File: config.mk
export PLATFORM = sky130hd
export DESIGN_NAME = digit_scanner
export DESIGN_NICKNAME = d
export VERILOG_FILES = /design/src/rtl/digit_scanner.sv
export SDC_FILE = /design/constraint.sdc
export NUM_CORES = 1
export LEC_CHECK = 0
export BUFFER_PORTS_ARGS = -buffer_cell sky130_fd_sc_hd__buf_2
export CAP_MARGIN = 20
export CORE_UTILIZATION = 41
export DETAILED_ROUTE_END_ITERATION = 8
export MAX_ROUTING_LAYER = met4
export REMOVE_ABC_BUFFERS = 1
export SYNTH_ARGS = -nofsm -noshare
export SYNTH_HDL_FRONTEND = slang
export SYNTH_SLANG_ARGS = --single-unit
File: constraint.sdc
create_clock -name sysclk -period 3.25 [get_ports sysclk]
set_clock_uncertainty 0.1 [all_clocks]
set_input_delay 0.325 -clock sysclk [delete_from_list [all_inputs] [get_ports sysclk]]
set_output_delay 0.325 -clock sysclk [all_outputs]
set_load 0.01 [all_outputs]
File: src/rtl/digit_scanner.sv
// 8-digit multiplexed 7-segment scanner with an all-off gap at the start of every digit slot.
// Optional leading-zero blanking when DIGIT_SCANNER_LEADING_ZERO_BLANK_EN is defined.
module digit_scanner #(
    parameter int CLK_DIV      = 100000,
    parameter int BLANK_CYCLES = 32
) (
    input  logic        sysclk,
    input  logic        reset,
    input  logic [31:0] value,
    input  logic [7:0]  dp,
    input  logic [7:0]  digit_en,
    output logic [7:0]  anodes,
    output logic [7:0]  segments,
    output logic        frame_start
);

    localparam int CNT_W = $clog2(CLK_DIV);
    localparam logic [CNT_W-1:0] CNT_MAX = CNT_W'(CLK_DIV - 1);
    localparam logic [CNT_W-1:0] SHOW_AT = CNT_W'(BLANK_CYCLES);
    localparam logic [CNT_W-1:0] SEG_AT  = CNT_W'(1);

    typedef enum logic {BLANK, SHOW} state_t;

    state_t           state, state_next;
    logic [CNT_W-1:0] cnt, cnt_next;
    logic [2:0]       idx, idx_next;
    logic [31:0]      shadow_value, shadow_value_next;
    logic [7:0]       shadow_dp, shadow_dp_next;
    logic [7:0]       shadow_en, shadow_en_next;
    logic [7:0]       anodes_next, segments_next;
    logic             frame_start_next;
    logic             slot_wrap;
    logic [6:0]       seg_raw;
    logic [7:0]       blank_mask;

    // Active-low {g,f,e,d,c,b,a}; the dp bit is merged separately.
    function automatic logic [6:0] decode(input logic [3:0] nib);
        case (nib)
            4'h0: decode = 7'h40;
            4'h1: decode = 7'h79;
            4'h2: decode = 7'h24;
            4'h3: decode = 7'h30;
            4'h4: decode = 7'h19;
            4'h5: decode = 7'h12;
            4'h6: decode = 7'h02;
            4'h7: decode = 7'h78;
            4'h8: decode = 7'h00;
            4'h9: decode = 7'h10;
            4'hA: decode = 7'h08;
            4'hB: decode = 7'h03;
            4'hC: decode = 7'h46;
            4'hD: decode = 7'h21;
            4'hE: decode = 7'h06;
            default: decode = 7'h0E;
        endcase
    endfunction

`ifdef DIGIT_SCANNER_LEADING_ZERO_BLANK_EN
    // Digit i is blanked when it and every higher shadow nibble are zero; digit 0 always shows.
    always_comb begin
        logic zero_run;
        zero_run   = 1'b1;
        blank_mask = '0;
        for (int i = 7; i >= 1; i--) begin
            zero_run      = zero_run & (shadow_value[4*i +: 4] == 4'h0);
            blank_mask[i] = zero_run;
        end
    end
`else
    assign blank_mask = '0;
`endif

    always_comb begin
        slot_wrap         = (cnt == CNT_MAX);
        cnt_next          = slot_wrap ? '0 : cnt + 1'b1;
        idx_next          = slot_wrap ? idx + 3'd1 : idx;
        state_next        = state;
        anodes_next       = anodes;
        segments_next     = segments;
        frame_start_next  = 1'b0;
        shadow_value_next = shadow_value;
        shadow_dp_next    = shadow_dp;
        shadow_en_next    = shadow_en;
        seg_raw           = decode(shadow_value[{idx, 2'b00} +: 4]);

        unique case (state)
            BLANK: begin
                if (cnt_next == SHOW_AT) begin
                    state_next = SHOW;
                    if (shadow_en[idx] && !blank_mask[idx])
                        anodes_next = ~(8'b1 << idx);
                end
            end
            SHOW: begin
                if (slot_wrap)
                    state_next = BLANK;
            end
        endcase

        // Inputs are frozen once per frame so a frame never mixes old and new digits.
        if (slot_wrap) begin
            anodes_next = 8'hFF;
            if (idx_next == 3'd0) begin
                shadow_value_next = value;
                shadow_dp_next    = dp;
                shadow_en_next    = digit_en;
                frame_start_next  = 1'b1;
            end
        end

        if (cnt_next == SEG_AT)
            segments_next = blank_mask[idx] ? 8'hFF : {~shadow_dp[idx], seg_raw};
    end

    always_ff @(posedge sysclk or posedge reset) begin
        if (reset) begin
            state        <= BLANK;
            cnt          <= CNT_MAX;
            idx          <= 3'd7;
            shadow_value <= '0;
            shadow_dp    <= '0;
            shadow_en    <= '0;
            anodes       <= 8'hFF;
            segments     <= 8'hFF;
            frame_start  <= 1'b0;
        end else begin
            state        <= state_next;
            cnt          <= cnt_next;
            idx          <= idx_next;
            shadow_value <= shadow_value_next;
            shadow_dp    <= shadow_dp_next;
            shadow_en    <= shadow_en_next;
            anodes       <= anodes_next;
            segments     <= segments_next;
            frame_start  <= frame_start_next;
        end
    end

endmodule

==> results.ini <==
[critical_path]
crit_chain = ha_1 -> nand4_2 -> nor4_1 -> mux2_2 -> nand2_1 -> nor4b_4 -> buf_4 -> mux2_2
critPathMostFrequentCell = mux2_2
cp.required_ps = 3470
r2r_slack_ps = 300
cp-start-kind = flop
critPathMaxStageDelay_ps = 610
cpMaxStageDelayCell = dfstp_2
cp_num_buf_inv = 1
cp-end-kind = flop
worstSetupPathType = reg -> reg
arrival_ps = 3170
cp_top_family = simple AND/OR/NAND/NOR gates
cp_max_fo = 8

[synth]
synth-seq-cells = 86
synthMuxAreaShare_pct = 24.2
synth_most_common_cell = dfrtp_1
syn_avg_cell_area_um2 = 12.6
syn_inst = 354
synth-compound-area-share_pct = 3.11
async_flop_share_pct = 100
synth_simple_gate_area_share_pct = 12.4
synth_common_cells = dfrtp_1 (57), mux2_2 (55), dfstp_2 (29)
synth_area_um2 = 4460
yosys_warnings = 0
synthXorXnorAreaFrac_pct = 4.12
synthTopCellsByArea = dfrtp_1 (32%), dfstp_2 (17%), mux2_2 (14%)
synth_top_family_by_area = multiplexers
netlist.area_leader.share_pct = 32.0
ys.flop_type = dfrtp_1
synth_top_cell_by_area = dfrtp_1
yosysSeqAreaShare_pct = 49.0
synth_edf_count = 0
synthAdderAreaFrac_pct = 3.64
ys_types = 48

[timing]
period_needed_ps = 2950
hold_viol_final = 0
finalSetupTns_ps = 0
timing.hold.ws_ps = 62.4
timing.final.crit_share_pct = 90.9
drv_slew = 0
slew-limit-headroom_pct = 42.8
fmax_mhz = 338
worst_slew_pin_slew_ps = 858
setup_violations = 0
rsz0062_at_grt = no

[pwr]
swShare_pct = 25.0
powerDensity_nw_per_um2 = 357
p_sw_w = 0.000463
pwr-share-clk_pct = 39.3
power_w = 0.00185
power_frac_comb_pct = 2.9
p_leak_nw = 2.40
p_int_w = 0.00139
seq_power_share_pct = 57.9
vdd_ir_drop_max_mv = 0.281

[detailed_routing]
ant_nets = 0
via_per_inst = 5.19
routedWlPerCell_um = 15.9
dr.pass1.iters = 4
drt-total-wl_mm = 8.98
route.vias.total = 2929
first_iter_violations = 166
post-route-drc-count = 0

[die]
die_area_um2 = 11300
initial_core_util_pct = 42.7
die_x_um = 106
std_cell_rows = 37
die_y_um = 106
core-area_um2 = 10500
io_pins = 67

[clock_network]
post_cts_buffers = 0
tritoncts = built
cts_root_buf = clkbuf_8
cts_resized = 0
cts.sinks = 86
clk_path_buf_depth = 2
clk_pin_slew_worst_paths_ps = 100
clk_latency_ps = 380
htreeDepth = 3
cts_buffers = 9
hold_buffers = 1

[global_route]
grt_pass1_vias = 2934
grt_pass1_wl_mm = 14.8
gr-total-overflow = 0
grtUsageTotal_pct = 17.9
antenna_found_initial = 1
grt_max_degree = 50

[status]
status = complete, no violations

[final_layout]
layout.nets = 485
area_growth_pct = 16.0
drive_gt1_share_pct = 47.8
layoutNonFillerInstCount = 564

[place]
routabilityCongestion = 0.815
dp.cells = 546
hpwl_mm = 6.37
io_buffers = 66

[run]
maxCapViolCount = 0

[hold_path]
min_path_type = in -> reg

==> cells in the final DEF (no fill, tap or decap), drive strengths merged, types with 3 or more instances in the layout <==
| cell type | Yosys | final |
|---|---|---|
| buf | 16 | 79 |
| dfrtp | 57 | 57 |
| mux2 | 55 | 55 |
| dfstp | 29 | 29 |
| nor2 | 26 | 26 |
| mux2i | 17 | 17 |
| inv | 13 | 16 |
| nand2 | 15 | 15 |
| mux4 | 13 | 13 |
| xnor2 | 13 | 13 |
| ha | 13 | 13 |
| clkbuf | 7 | 9 |
| nand3 | 9 | 9 |
| xor2 | 8 | 8 |
| and3 | 7 | 7 |
| nor4 | 7 | 7 |
| nand4 | 6 | 6 |
| and2 | 5 | 5 |
| o21ai | 4 | 4 |
| a21oi | 4 | 4 |
| o31ai | 3 | 3 |
| nor4b | 3 | 3 |
| clkinv | 0 | 3 |
==> kinds of logic (layout without fill, tap and decap cells) <==
kind of cell	count (synthesis)	count (layout)
adder cells (fa/ha/maj)	13	13
other	0	1
AND/OR/NAND/NOR	93	93
multiplexers	85	85
flip-flops	86	86
AO/OA/AOI/OAI	20	20
buffers and inverters	36	109
XOR/XNOR	21	21
==> layer usage <==
layer	global-route usage, %	up-vias	wire length, um
li1	-	1407	-
met1	24.5	1444	4370
met2	24.9	65	4030
met3	4.66	13	408
met4	8.04	0	167
met5	-	-	0
==> power groups by stage <==
| stage | logic (W) | registers (W) | clock network [W] |
|---|---|---|---|
| after floorplan | 0.0000157 | 0.00109 | 0 |
| after global placement | 0.0000536 | 0.00109 | 0 |
| after detailed placement | 0.0000544 | 0.00109 | 0 |
| after CTS | 0.0000558 | 0.00107 | 0.000752 |
| after global routing | 0.0000613 | 0.00107 | 0.000789 |
| final | 0.0000528 | 0.00107 | 0.000727 |
==> stage by stage <==
step           util, %  area (um^2)  setup slack, ps
6_report          49.5         5180              296
5_1_grt           49.5         5180             53.6
4_1_cts           49.5         5180              296
3_5_place_dp      47.6         4980              310
3_3_place_gp      47.6         4980              352
2_1_floorplan        -         4360             -861
==> sequential cells by signal, indices dropped and copies added, names as in the netlist <==
name	flops
shadow_value	32
cnt	17
anodes	8
segments	8
shadow_dp	8
shadow_en	8
idx	3
frame_start	1
state	1
==> path summary, 6_finish.rpt <==
path / start / endpoint / depth (start not counted)
max: cnt[0] / segments[1] / 8
min: value[31] / shadow_value[31] / 2
max reg2reg: cnt[0] / segments[1] / 8
min reg2reg: segments[0] / segments[0] / 2
max in group asynchronous: reset / cnt[4] / 4
min in group asynchronous: reset / shadow_value[29] / 3
==> area by class of cell <==
class | count | area, um^2
Sequential cell | 86 | 2190
Clock buffer | 9 | 124
Tap cell | 136 | 170
Antenna cell | 1 | 2.50
Multi-Input combinational cell | 232 | 2130
Timing Repair Buffer | 80 | 450
Clock inverter | 7 | 62.6
Inverter | 13 | 50.0
Fill cell | 952 | 5280
(Power assumes the default switching activity.)
